## src/rtl/spi_cmd_sequencer.sv

```systemverilog
// rtl/spi_cmd_sequencer.sv - walks a ROM command table and feeds the SPI master, checking readback
module spi_cmd_sequencer #(
    parameter int CMD_WIDTH      = 12,
    parameter int READ_WIDTH     = 8,
    parameter int NUM_CMDS       = 8,
    parameter int IDX_W          = 4,
    parameter int GAP_CYCLES     = 16,
    parameter int TIMEOUT_CYCLES = 4096
) (
    input  logic                  clk,
    input  logic                  rst_n,
    input  logic                  start,
    output logic [IDX_W-1:0]      tbl_idx,
    input  logic [CMD_WIDTH-1:0]  tbl_cmd,
    input  logic [READ_WIDTH-1:0] tbl_exp,
    output logic [CMD_WIDTH-1:0]  cmd_out,
    output logic                  cmd_vld,
    input  logic                  cmd_rdy,
    input  logic                  read_vld,
    input  logic [READ_WIDTH-1:0] read_data,
    output logic                  busy,
    output logic                  done,
    output logic                  err,
    output logic [IDX_W-1:0]      err_idx,
    output logic                  timeout
);

    localparam int TW = $clog2(TIMEOUT_CYCLES + 1);
    localparam int GW = (GAP_CYCLES > 0) ? $clog2(GAP_CYCLES + 1) : 1;
    localparam logic [TW-1:0]    TMO_LAST = TW'(TIMEOUT_CYCLES - 1);
    localparam logic [GW-1:0]    GAP_LAST = GW'((GAP_CYCLES > 0) ? GAP_CYCLES - 1 : 0);
    localparam logic [IDX_W-1:0] LAST_IDX = IDX_W'(NUM_CMDS - 1);

    typedef enum logic [2:0] {
        S_IDLE,
        S_FETCH,
        S_ISSUE,
        S_WAIT_DONE,
        S_GAP,
        S_FINISH
    } state_t;

    state_t                state_q, state_d;
    logic [IDX_W-1:0]      idx_q, idx_d;
    logic [CMD_WIDTH-1:0]  cmd_q, cmd_d;
    logic [READ_WIDTH-1:0] exp_q, exp_d;
    logic                  saw_low_q, saw_low_d;
    logic                  got_rd_q, got_rd_d;
    logic [READ_WIDTH-1:0] rd_q, rd_d;
    logic [TW-1:0]         tmo_q, tmo_d;
    logic [GW-1:0]         gap_q, gap_d;
    logic                  err_q, err_d;
    logic [IDX_W-1:0]      err_idx_q, err_idx_d;
    logic                  timeout_q, timeout_d;

    logic                  is_write;
    logic                  have_rd;
    logic                  xfer_done;
    logic                  advance;
    logic [READ_WIDTH-1:0] rd_cur;

    // State and datapath registers; reset clears everything to the idle picture.
    always_ff @(posedge clk or negedge rst_n) begin
        if (!rst_n) begin
            state_q   <= S_IDLE;
            idx_q     <= '0;
            cmd_q     <= '0;
            exp_q     <= '0;
            saw_low_q <= 1'b0;
            got_rd_q  <= 1'b0;
            rd_q      <= '0;
            tmo_q     <= '0;
            gap_q     <= '0;
            err_q     <= 1'b0;
            err_idx_q <= '0;
            timeout_q <= 1'b0;
        end else begin
            state_q   <= state_d;
            idx_q     <= idx_d;
            cmd_q     <= cmd_d;
            exp_q     <= exp_d;
            saw_low_q <= saw_low_d;
            got_rd_q  <= got_rd_d;
            rd_q      <= rd_d;
            tmo_q     <= tmo_d;
            gap_q     <= gap_d;
            err_q     <= err_d;
            err_idx_q <= err_idx_d;
            timeout_q <= timeout_d;
        end
    end

    // Next-state logic: table walk, transfer completion tracking, readback compare and timeout.
    always_comb begin
        state_d   = state_q;
        idx_d     = idx_q;
        cmd_d     = cmd_q;
        exp_d     = exp_q;
        saw_low_d = saw_low_q;
        got_rd_d  = got_rd_q;
        rd_d      = rd_q;
        tmo_d     = tmo_q;
        gap_d     = gap_q;
        err_d     = err_q;
        err_idx_d = err_idx_q;
        timeout_d = timeout_q;
        advance   = 1'b0;

        is_write  = cmd_q[CMD_WIDTH-1];
        // A read byte arriving in the completing cycle counts, so use it directly if none was held yet.
        rd_cur    = got_rd_q ? rd_q : read_data;
        have_rd   = is_write | got_rd_q | read_vld;
        xfer_done = saw_low_q & cmd_rdy & have_rd;

        case (state_q)
            S_IDLE: begin
                if (start) begin
                    idx_d     = '0;
                    err_d     = 1'b0;
                    err_idx_d = '0;
                    timeout_d = 1'b0;
                    state_d   = S_FETCH;
                end
            end
            S_FETCH: begin
                cmd_d   = tbl_cmd;
                exp_d   = tbl_exp;
                state_d = S_ISSUE;
            end
            S_ISSUE: begin
                if (cmd_rdy) begin
                    saw_low_d = 1'b0;
                    got_rd_d  = 1'b0;
                    tmo_d     = '0;
                    state_d   = S_WAIT_DONE;
                end
            end
            S_WAIT_DONE: begin
                if (!is_write && !got_rd_q && read_vld) begin
                    got_rd_d = 1'b1;
                    rd_d     = read_data;
                end
                if (!cmd_rdy) begin
                    saw_low_d = 1'b1;
                end
                if (xfer_done) begin
                    if (!is_write && (rd_cur != exp_q) && !err_q) begin
                        err_d     = 1'b1;
                        err_idx_d = idx_q;
                    end
                    gap_d = '0;
                    if (GAP_CYCLES == 0) begin
                        advance = 1'b1;
                    end else begin
                        state_d = S_GAP;
                    end
                end else if (tmo_q == TMO_LAST) begin
                    err_d     = 1'b1;
                    timeout_d = 1'b1;
                    if (!err_q) begin
                        err_idx_d = idx_q;
                    end
                    state_d = S_FINISH;
                end else begin
                    tmo_d = tmo_q + TW'(1);
                end
            end
            S_GAP: begin
                if (gap_q == GAP_LAST) begin
                    advance = 1'b1;
                end else begin
                    gap_d = gap_q + GW'(1);
                end
            end
            S_FINISH: begin
                state_d = S_IDLE;
            end
            default: begin
                state_d = S_IDLE;
            end
        endcase

        // Leaving the gap (or skipping it): either the last entry is done or move to the next one.
        if (advance) begin
            if (idx_q == LAST_IDX) begin
                state_d = S_FINISH;
            end else begin
                idx_d   = idx_q + IDX_W'(1);
                state_d = S_FETCH;
            end
        end
    end

    assign tbl_idx = idx_q;
    assign cmd_out = cmd_q;
    assign cmd_vld = (state_q == S_ISSUE);
    assign busy    = (state_q != S_IDLE);
    assign done    = (state_q == S_FINISH);
    assign err     = err_q;
    assign err_idx = err_idx_q;
    assign timeout = timeout_q;

endmodule

```

## config.mk

```make
export PLATFORM = sky130hd
export DESIGN_NAME = spi_cmd_sequencer
export DESIGN_NICKNAME = d
export VERILOG_FILES = /design/src/rtl/spi_cmd_sequencer.sv
export SDC_FILE = /design/constraint.sdc
export NUM_CORES = 1
export LEC_CHECK = 0
export ABC_AREA = 1
export CORE_AREA = 2 2 99 77
export CTS_CLUSTER_SIZE = 40
export DETAILED_ROUTE_END_ITERATION = 12
export DIE_AREA = 0 0 101 79
export GPL_TIMING_DRIVEN = 1
export PLACE_DENSITY = 0.76
export SYNTH_ARGS = -nofsm -noshare
export SYNTH_HDL_FRONTEND = slang
export SYNTH_SLANG_ARGS = --single-unit
```

## constraint.sdc

```tcl
create_clock -name clk -period 1.5 [get_ports clk]
set_input_delay 0.15 -clock clk [delete_from_list [all_inputs] [get_ports clk]]
set_output_delay 0.15 -clock clk [all_outputs]
set_load 0.02 [all_outputs]
```

==> results of run 1 <==
## what timing repair did
item	4_1_cts	5_1_grt
hold endpoints to repair	16	0
gates resized for setup	67	79
hold buffers	1	0
pin swaps	15	26
cloned	2	0
setup buffers	6	13
setup endpoints to repair	40	49
## logic make-up after synthesis
kind of cell             synth area share, %
multiplexers                            2.08
adder cells (fa/ha/maj)                 1.54
AND/OR/NAND/NOR                         33.1
AO/OA/AOI/OAI                           7.58
buffers and inverters                   7.39
XOR/XNOR                                1.35
flip-flops                              46.9
## flip-flops by register name, indices dropped and copies added, names as in the netlist
signal     cells
tbl_idx        4
got_rd_q       1
err_idx        4
exp_q          8
cmd_out       12
err            1
saw_low_q      1
state_q        3
rd_q           8
tmo_q         13
gap_q          5
timeout        1
## worst max-delay path, stage by stage (launching register included)
cell and delay (ns):
dfrtp_1 0.39, ha_4 0.17, nand3_4 0.10, inv_4 0.08
nand2_4 0.05, nor3_4 0.17, inv_2 0.10, nand2_4 0.09
nand4_1 0.21, nand2_1 0.13, o21ai_1 0.08
## power groups by stage
stage          logic, mW  registers [mW]  clock network (mW)
6_report            4.13            2.59                1.65
5_1_grt             4.54            2.65                1.74
4_1_cts             3.61            2.53                1.66
3_5_place_dp        3.42            2.53                   0
3_3_place_gp        3.29            2.52                   0
2_1_floorplan       1.84            2.72                   0
## area by class of cell
| type | instances | area [sq um] |
|---|---|---|
| repair inverters | 2 | 20.0 |
| multi-input cells | 292 | 1820 |
| clock inverters | 7 | 98.8 |
| clock buffers | 9 | 124 |
| flip-flops and latches | 61 | 1530 |
| fillers | 497 | 2020 |
| repair buffers | 124 | 1160 |
| inverters | 51 | 209 |
| well taps | 87 | 109 |
## synthesized netlist by cell type (2+ instances only)
master    count  area share (%)
xnor2_1       2            0.54
nor3_1        7             1.1
ha_1          4             1.5
a21oi_1       8             1.2
nand2_1     146              17
inv_1        46             5.3
dfrtp_1      61              47
nand2_2       7             1.3
nor2_1       24             2.8
nor3_2        2            0.62
mux2_2        6             2.1
nand3b_1      5             1.2
clkbuf_1      3            0.35
nand3_2       2            0.62
o22ai_1       2            0.38
inv_2         4            0.46
xor2_1        3            0.81
nor3b_1       2            0.46
o21ai_0      16             2.5
nand3_1      25             3.8
buf_6         2            0.69
o21ai_2       8             2.2
nor2_4        2            0.69
nand4_1       9             1.7
## through the flow
step | power (mW) | std cells | setup WS (ns) | hold WS [ns] | cell area (sq um)
floorplan | 4.56 | 411 | -0.0700 | -0.146 | 3290
global placement | 5.81 | 599 | -0.157 | 0.115 | 4320
detailed placement | 5.95 | 599 | -0.202 | 0.125 | 4320
CTS | 7.81 | 624 | -0.137 | 0.286 | 4710
global route | 8.92 | 633 | -0.291 | 0.332 | 5070
finish | 8.37 | 633 | -0.198 | 0.292 | 5070
## worst max-delay path by stage
stage	startpoint	to
floorplan	tmo_q[0]$_DFFE_PN0P_	tmo_q[11]$_DFFE_PN0P_
CTS	tmo_q[1]$_DFFE_PN0P_	saw_low_q$_DFFE_PN0P_
global placement	read_vld	err_idx[1]$_DFFE_PN0P_
detailed placement	read_vld	err_idx[1]$_DFFE_PN0P_
finish	tmo_q[1]$_DFFE_PN0P_	state_q[1]$_DFFE_PN0P_
global route	tmo_q[1]$_DFFE_PN0P_	err_idx[3]$_DFFE_PN0P_
## routing by layer
layer  GRT usage [%]  vias up  routed length, um
met5               0        -                  0
met1            29.7     1573               4000
met4            8.78        0                165
met3            4.84       17                420
li1                -     1577                  -
met2            40.1       91               4790
==> results by group, run 1 <==
Timing
  – Period utilization: 113%
  – Clock Skews: 0.0105 ns
  – Final min period: 1.70 ns
  – Worst slew margin: 69.7%
  – Max Freq: 0.589 GHz
  – RSZ-0062 raised after global routing: true
  – Setup TNS: -2.91 ns
  – Post-route setup slack: -0.198 ns
  – Final Setup Violations: 30
  – Slew @ Worst Pin: 0.455 ns
  – Final hold vios: 0
  – Pins Over Slew Limit: 0

Placement
  – DP HPWL: 6020 um
  – Port bufs: 57
  – GPL Wtd Cong: 0.881

Critical path
  – Worst EP required: 1.72 ns
  – Worst Path Arrival: 1.92 ns
  – Worst setup EP type: flip-flop
  – Reg2reg start: tmo_q[1]$_DFFE_PN0P_
  – R2R Path End: state_q[1]$_DFFE_PN0P_
  – Critical Path Start Type: flip-flop
  – CP Max Fanout: 4
  – Crit Path Class: reg -> reg
  – Worst Reg2Reg Path Length in Cells: 10
  – Flop2flop setup slack: -0.20 ns

Detailed routing
  – Routed len/inst: 14.8 um
  – Residual DRC: 0
  – Final ANT Viol Nets: 0
  – Total Wirelength: 9380 um
  – Via Count: 3,258
  – Initial DRC count: 159
  – Post-DR vias/cell: 5.15
  – First-pass DRT Iterations: 4

Synth
  – #FFs+latches synth: 61
  – Syn. warnings: 0
  – Main flop type after synthesis: dfrtp_1
  – Post-synthesis sequential area ratio: 46.9%
  – Cells after synthesis: 411
  – Mapped Nets: 448
  – Post-synth EDFFs: 0
  – FFs w/ async S/R, synth: 100%
  – Post-Syn Area: 0.00325 sq mm
  – Netlist cell types: 39
  – Syn_area_per_cell: 7.91 sq um

Clock tree
  – CTS Buffer Depth: 2
  – Root buf cell: clkbuf_8
  – Worst-Skew Late Latency: 0.35 ns
  – Sink Count: 61
  – CTS tree: built
  – CTS H-Tree Depth: 3
  – TritonCTS buffer count: 9
  – Clock-pin slew on the worst setup and hold paths: 0.07 ns

Layout
  – Area growth syn-to-layout: 55.9%
  – N_diodes: 0
  – Share of cells above drive strength 1: 35.0%
  – Final core utilization: 71.5%
  – Most common cell after layout, fill and taps aside: nand2_1
  – Most frequent cells in the layout: nand2_1, dfrtp_1, buf_4
  – Layout Nets: 578

Global route
  – Gr ovfl total: 0
  – Initial antenna violation count: 0
  – First-pass GRT wire length: 14,900 um
  – Largest net degree at the start of global routing: 25
  – Number of global-route vias before repair: 3,242
  – Total GRT Usage: 23.6%

Pwr
  – P_int: 4.88 mW
  – PwrDens: 1650 mW/mm^2
  – Flop pwr share: 31.0%
  – Peak supply drop: 1.01 mV
  – P_sw: 3.49 mW
  – Comb pwr share: 49.3%
  – Leak Pwr: 2.60 nW
  – Sw frac: 41.7%
  – Clk pwr share: 19.7%

Floorplan
  – # IOs: 58
  – Core Rows: 27
  – Starting Density: 45.8%
  – Core Box Area: 0.00709 sq mm
  – Die footprint: 0.00798 sq mm
  – Die Y: 79 um
  – Die W: 101 um

Run
  – MaxCap Viol Count: 0

Status
  – Run status: finished, violations left
  – Failing checks: setup timing

Worst hold path
  – Min-delay worst type: in -> async
Power figures use the tool's default switching activity.
==> inputs of run 2 (changes only) <==
- PLACE_DENSITY: 0.76 -> 0.75
==> run 2 against run 1 <==
  * The flow still finishes with violations (setup timing)
  * Register-to-register slack about the same
  * Largest cell class unchanged
  * Global-route usage shrank 1.5 points
  * Die area stayed put
  * Power decreased by 5.8%
  * Combinational power shrank 3%
==> results by group, run 2 (synthesis results as in run 1) <==
Layout
  – Most common cell after layout, fill and taps aside: nand2_1
  – Reg with most FFs: tmo_q
  – Final cell count without fillers: 627 (-0.95%)
  – Area growth syn-to-layout: 51.1%
  – Most frequent cells in the layout: nand2_1, dfrtp_1, buf_4
  – Max reg flops: 13 (unchanged)
  – Share of cells above drive strength 1: 32.6% (-2.4 points)
  – N_diodes: 0 (unchanged)
  – Layout Nets: 572 (-1.0%)
  – Final core utilization: 69.3% (-2.2 points)
  – Final Cell Area: 0.00491 sq mm (-3.1%)

Critical path
  – Crit Path Class: reg -> reg
  – Critical path depth: 10 (unchanged)
  – Worst path slowest cell: dfrtp_1
  – Buf/Inv on CP: 2 (unchanged)
  – Crit-path cells: ha_4, nand3_4, inv_4, nand2_4, nor3_4, inv_2, nand2_4, nand4_1, nand2_1, o21ai_1
  – CP Max Fanout: 4 (unchanged)
  – Most repeated library cell on the critical path: nand2_4
  – Worst EP required: 1.72 ns (about the same)
  – Worst setup EP type: flip-flop
  – Critical Path Start Type: flip-flop
  – Top delay family on crit path: simple AND/OR/NAND/NOR gates
  – Worst Reg2Reg Path Length in Cells: 10 (unchanged)
  – Worst Path Arrival: 1.92 ns (about the same)
  – Largest stage delay, worst path: 0.39 ns (about the same)

Global route
  – Largest net degree at the start of global routing: 62 (+150%)
  – Number of global-route vias before repair: 3,050 (-5.9%)
  – Gr ovfl total: 0 (unchanged)
  – First-pass GRT wire length: 13,900 um (-6.6%)
  – Initial antenna violation count: 0 (unchanged)
  – Total GRT Usage: 22.1% (-1.5 points)

Placement
  – Post-Place Cells: 600 (+0.17%)
  – GPL Wtd Cong: 0.863 (-2.1%)
  – DP HPWL: 5910 um (-1.8%)
  – DP Area: 0.00433 sq mm (+0.17%)
  – Port bufs: 57 (unchanged)
  – Post-place setup slack: -0.213 ns (-0.0113 ns)

Floorplan
  – Starting Density: 45.8% (unchanged)
  – Core Box Area: 0.00709 sq mm (unchanged)
  – Die Y: 79 um (unchanged)
  – # IOs: 58 (unchanged)
  – Die footprint: 0.00798 sq mm (unchanged)
  – Core Rows: 27 (unchanged)
  – Die W: 101 um (unchanged)

Timing
  – Final hold vios: 0 (unchanged)
  – Post-route setup slack: -0.199 ns (-0.000728 ns)
  – Slew @ Worst Pin: 0.377 ns (-0.0783 ns)
  – Max Freq: 0.589 GHz (about the same)
  – Clock Skews: 0.00618 ns (-0.00427 ns)
  – Hold slack: 0.334 ns (+0.0422 ns)
  – Worst slew margin: 74.7% (+5.0 points)
  – Final min period: 1.70 ns (+0.000728 ns)
  – Pins Over Slew Limit: 0 (unchanged)
  – Setup TNS: -2.40 ns (+0.508 ns)
  – RSZ-0062 raised after global routing: true
  – Period utilization: 113% (about the same)
  – Final Setup Violations: 34 (+13%)

Clock tree
  – CTS tree: built
  – CTS H-Tree Depth: 3 (unchanged)
  – CTS Buffer Depth: 2 (unchanged)
  – Worst-Skew Late Latency: 0.34 ns (about the same)
  – Root buf cell: clkbuf_8
  – Sink Count: 61 (unchanged)
  – Clock-pin slew on the worst setup and hold paths: 0.07 ns (about the same)
  – TritonCTS buffer count: 9 (unchanged)

Worst hold path
  – Depth of the worst hold-timing path: 3
  – Min-delay worst type: in -> reg

Detailed routing
  – Via Count: 3,233 (-0.77%)
  – Initial DRC count: 205 (+29%)
  – Final ANT Viol Nets: 0 (unchanged)
  – Post-DR vias/cell: 5.16 (+0.18%)
  – First-pass DRT Iterations: 5 (+1)
  – Total Wirelength: 9060 um (-3.4%)
  – Routed len/inst: 14.5 um (-2.4%)
  – Residual DRC: 0 (unchanged)

Pwr
  – Total Power: 7.89 mW (-5.8%)
  – PwrDens: 1610 mW/mm^2 (-2.8%)
  – Peak supply drop: 1.00 mV (-1.1%)
  – Leak Pwr: 2.49 nW (-4.3%)

Status
  – Run status: finished, violations left
  – Failing checks: setup timing

Run
  – MaxCap Viol Count: 0 (unchanged)
run 2: cell types whose count changed in the layout (fill, tap and decap cells not counted), sizes merged, moves of 2 or more:
cell / before / now
clkdlybuf4s50: 38 / 41
dlygate4sd2: 8 / 6
buf: 70 / 65
clkinvlp: 1 / 4
inv: 54 / 51
bufinv: 2 / 0
run 2: final timing paths:
kind                                                 to  slack (ns)                     from
max in group asynchronous          got_rd_q$_DFFE_PN0P_        0.88                    rst_n
min in group asynchronous        cmd_out[1]$_DFFE_PN0P_        0.35                    rst_n
worst min register to register  cmd_out[10]$_DFFE_PN0P_        0.47  cmd_out[10]$_DFFE_PN0P_
worst max register to register   state_q[1]$_DFFE_PN0P_       -0.20     tmo_q[1]$_DFFE_PN0P_
worst min-delay path             cmd_out[8]$_DFFE_PN0P_        0.33               tbl_cmd[8]
worst max-delay path             state_q[1]$_DFFE_PN0P_       -0.20     tmo_q[1]$_DFFE_PN0P_
run 2: timing repair:
item / CTS / global route
pin swaps: 11 / 17
setup buffers: 5 / 4
hold endpoints to repair: 61 / 0
setup endpoints to repair: 44 / 66
resized for setup: 51 / 73
hold buffers: 1 / 0
gates cloned: 0 / 1
run 2: layout make-up:
class                           count  area (sq um)
Inverter                           51           206
Multi-Input combinational cell    292          1770
Clock buffer                        9           124
Fill cell                         547          2180
Sequential cell                    61          1530
Timing Repair Buffer              120          1120
Clock inverter                      7          52.6
Tap cell                           87           109
run 2: metal layers:
metal	vias up	wire length (um)	GRT usage, %
met3	17	447	5.19
li1	1572	-	-
met2	93	4470	37.2
met4	0	161	5.41
met5	-	0	0
met1	1551	3980	28.8
run 2: worst register-to-register path: stages (launching register included):
cell and delay (ns):
dfrtp_1 0.39, ha_4 0.17, nand3_4 0.10, inv_4 0.08
nand2_4 0.05, nor3_4 0.17, inv_2 0.09, nand2_4 0.08
nand4_1 0.21, nand2_1 0.16, o21ai_1 0.08
run 2: where the power goes:
part	switching, mW	leakage [nW]	internal [mW]	total, mW
clock network	0.704	0.0774	0.599	1.30
logic	2.30	1.62	1.71	4.01
registers	0.388	0.788	2.19	2.58
total	3.39	2.49	4.50	7.89
==> inputs of run 3 (changes only) <==
- CORE_AREA: 2 2 99 77 -> 3 3 100 78
- DIE_AREA: 0 0 101 79 -> 0 0 103 81
==> run 3 against run 2 <==
  * The flow still finishes with violations (setup timing)
  * Core utilization grew 2.3 points
  * Clock skew grew 0.0033 ns
  * First-iteration DRC count shrank 37%
  * Sequential cell count is the same
  * Highest routed layer unchanged
==> results by group, run 3 (synthesis results as in run 1) <==
Critical path
  – Worst setup EP type: flip-flop
  – Worst Path Arrival: 1.93 ns (about the same)
  – R2R Path End: err_idx[3]$_DFFE_PN0P_
  – Most repeated library cell on the critical path: nand2_4
  – Largest stage delay, worst path: 0.40 ns (about the same)
  – Critical path origin: tmo_q[1]$_DFFE_PN0P_
  – Critical Path Start Type: flip-flop
  – Worst setup path end: err_idx[3]$_DFFE_PN0P_
  – Crit Path Class: reg -> reg
  – Flop2flop setup slack: -0.19 ns (about the same)
  – Worst EP required: 1.74 ns (+0.02 ns)
  – Top delay family on crit path: simple AND/OR/NAND/NOR gates
  – Reg2reg start: tmo_q[1]$_DFFE_PN0P_
  – Critical path depth: 12 (+2)
  – Buf/Inv on CP: 2 (unchanged)
  – Worst Reg2Reg Path Length in Cells: 12 (+2)
  – Worst path slowest cell: dfrtp_1
  – CP Max Fanout: 4 (unchanged)
  – Crit-path cells: ha_4, nand3_4, inv_4, nand2_4, nor3_4, inv_2, nand2_4, nand2_4, nor2_4, nand2_4, nand2_2, nand2_2

Layout
  – N_diodes: 0 (unchanged)
  – Final core utilization: 71.6% (+2.3 points)
  – Share of cells above drive strength 1: 31.3% (-1.3 points)
  – Area growth syn-to-layout: 50.3%
  – Max reg flops: 13 (unchanged)
  – Final cell count without fillers: 630 (+0.48%)
  – Most common cell after layout, fill and taps aside: nand2_1
  – Most frequent cells in the layout: nand2_1, buf_4, dfrtp_1
  – Reg with most FFs: tmo_q
  – Layout Nets: 578 (+1.0%)

Timing
  – Final hold vios: 0 (unchanged)
  – Worst slew margin: 72.3% (-2.4 points)
  – Final min period: 1.69 ns (-0.00928 ns)
  – Max Freq: 0.592 GHz (+0.55%)
  – Clock Skews: 0.00952 ns (+0.00334 ns)
  – Slew @ Worst Pin: 0.416 ns (+0.0392 ns)
  – Final Setup Violations: 29 (-15%)
  – Pins Over Slew Limit: 0 (unchanged)
  – Period utilization: 113% (-0.62 points)
  – Setup TNS: -3.29 ns (-0.897 ns)
  – Post-route setup slack: -0.190 ns (+0.00929 ns)
  – RSZ-0062 raised after global routing: true

Floorplan
  – Core Box Area: 0.00683 sq mm (-3.7%)
  – Die W: 103 um (+2.0%)
  – # IOs: 58 (unchanged)
  – Die Y: 81 um (+2.5%)
  – Starting Density: 47.6% (+1.8 points)
  – Core Rows: 26 (-3.7%)
  – Die footprint: 0.00834 sq mm (+4.6%)

Global route
  – First-pass GRT wire length: 14,300 um (+3.1%)
  – Number of global-route vias before repair: 3,144 (+3.1%)
  – Gr ovfl total: 0 (unchanged)
  – Largest net degree at the start of global routing: 46 (-26%)
  – Total GRT Usage: 21.9% (-0.17 points)
  – Initial antenna violation count: 0 (unchanged)

Pwr
  – PwrDens: 1640 mW/mm^2 (+1.9%)
  – P_sw: 3.33 mW (-1.8%)
  – Total Power: 8.00 mW (+1.4%)
  – Clk pwr share: 18.7% (+2.2 points)
  – Leak Pwr: 2.58 nW (+3.7%)
  – Flop pwr share: 32.2% (-0.4 points)
  – Comb pwr share: 49.1% (-1.7 points)
  – Peak supply drop: 0.998 mV (-0.40%)
  – Sw frac: 41.6% (-1.4 points)
  – P_int: 4.67 mW (+3.8%)

Clock tree
  – Root buf cell: clkbuf_8
  – CTS tree: built
  – TritonCTS buffer count: 9 (unchanged)
  – CTS Buffer Depth: 2 (unchanged)
  – Clock-pin slew on the worst setup and hold paths: 0.08 ns (about the same)
  – Worst-Skew Late Latency: 0.35 ns (about the same)
  – CTS H-Tree Depth: 3 (unchanged)
  – Sink Count: 61 (unchanged)

Status
  – Failing checks: setup timing
  – Run status: finished, violations left

Detailed routing
  – Initial DRC count: 130 (-37%)
  – Via Count: 3,288 (+1.7%)
  – Final ANT Viol Nets: 0 (unchanged)
  – Post-DR vias/cell: 5.22 (+1.2%)
  – Residual DRC: 0 (unchanged)
  – First-pass DRT Iterations: 5 (unchanged)
  – Total Wirelength: 9190 um (+1.4%)
  – Routed len/inst: 14.6 um (+0.93%)

Placement
  – Port bufs: 57 (unchanged)
  – Post-Place Cells: 598 (-0.33%)
  – GPL Wtd Cong: 0.881 (+2.1%)
  – Post-place setup slack: -0.263 ns (-0.0502 ns)
  – DP HPWL: 6150 um (+4.1%)

Worst hold path
  – Min-delay worst type: in -> async

Run
  – MaxCap Viol Count: 0 (unchanged)
[run 3: cell types whose count changed in the layout (fill, tap and decap cells not counted), sizes merged]
| cell | before | now |
|---|---|---|
| bufinv | 0 | 1 |
| dlygate4sd2 | 6 | 7 |
| dlymetal6s2s | 6 | 11 |
| inv | 51 | 52 |
| clkdlybuf4s50 | 41 | 35 |
| clkinvlp | 4 | 3 |
| clkinv | 3 | 2 |
| buf | 65 | 71 |
[run 3: power groups by stage]
stage                     clock [mW]  combinational, mW  sequential, mW
after floorplan                    0               1.84            2.72
after global placement             0               3.32            2.52
after detailed placement           0               3.43            2.55
after CTS                       1.52               3.62            2.54
after global routing            1.58               4.31            2.62
final                           1.50               3.93            2.57
[run 3: timing repair]
item                                    in CTS  in global routing
endpoints found under the setup margin      41                 51
setup buffers                                9                  6
pin swaps                                   14                 16
hold endpoints to repair                    16                  0
gates resized for setup                     54                 47
hold buffers                                 1                  0
[run 3: worst min path at each step]
stage,startpoint,to,slack [ns],depth (start not counted)
global route,rst_n,cmd_out[1]$_DFFE_PN0P_,0.29,2
CTS,rst_n,cmd_out[1]$_DFFE_PN0P_,0.26,2
detailed placement,rst_n,cmd_out[1]$_DFFE_PN0P_,0.10,1
floorplan,rst_n,cmd_out[0]$_DFFE_PN0P_,-0.15,0
global placement,rst_n,cmd_out[1]$_DFFE_PN0P_,0.1,1
finish,rst_n,cmd_out[1]$_DFFE_PN0P_,0.26,2
[run 3: area by class of cell]
type	count	area (sq um)
Tap cell	84	105
Multi-Input combinational cell	292	1710
Inverter	51	201
Clock buffer	9	124
Sequential cell	61	1530
Fill cell	519	1940
Clock inverter	7	75.1
Timing Repair Buffer	126	1150
[run 3: layer usage]
| metal | routed length (um) | global-route usage (%) | vias up |
|---|---|---|---|
| met1 | 3910 | 27.7 | 1565 |
| met5 | 0 | 0 | - |
| met2 | 4630 | 37.2 | 117 |
| li1 | - | - | 1583 |
| met4 | 232 | 7.50 | 0 |
| met3 | 416 | 4.64 | 23 |
[run 3: worst register-to-register path, cell delays in order (launching register included)]
cell	delay, ns
dfrtp_1	0.40
ha_4	0.17
nand3_4	0.09
inv_4	0.07
nand2_4	0.06
nor3_4	0.18
inv_2	0.09
nand2_4	0.09
nand2_4	0.07
nor2_4	0.16
nand2_4	0.10
nand2_2	0.08
nand2_2	0.05
[run 3: metrics by stage]
stage,cell area [sq um],hold WS [ns]
floorplan,3290,-0.146
global placement,4330,0.0988
detailed placement,4330,0.103
CTS,4700,0.257
global route,4890,0.291
finish,4890,0.264
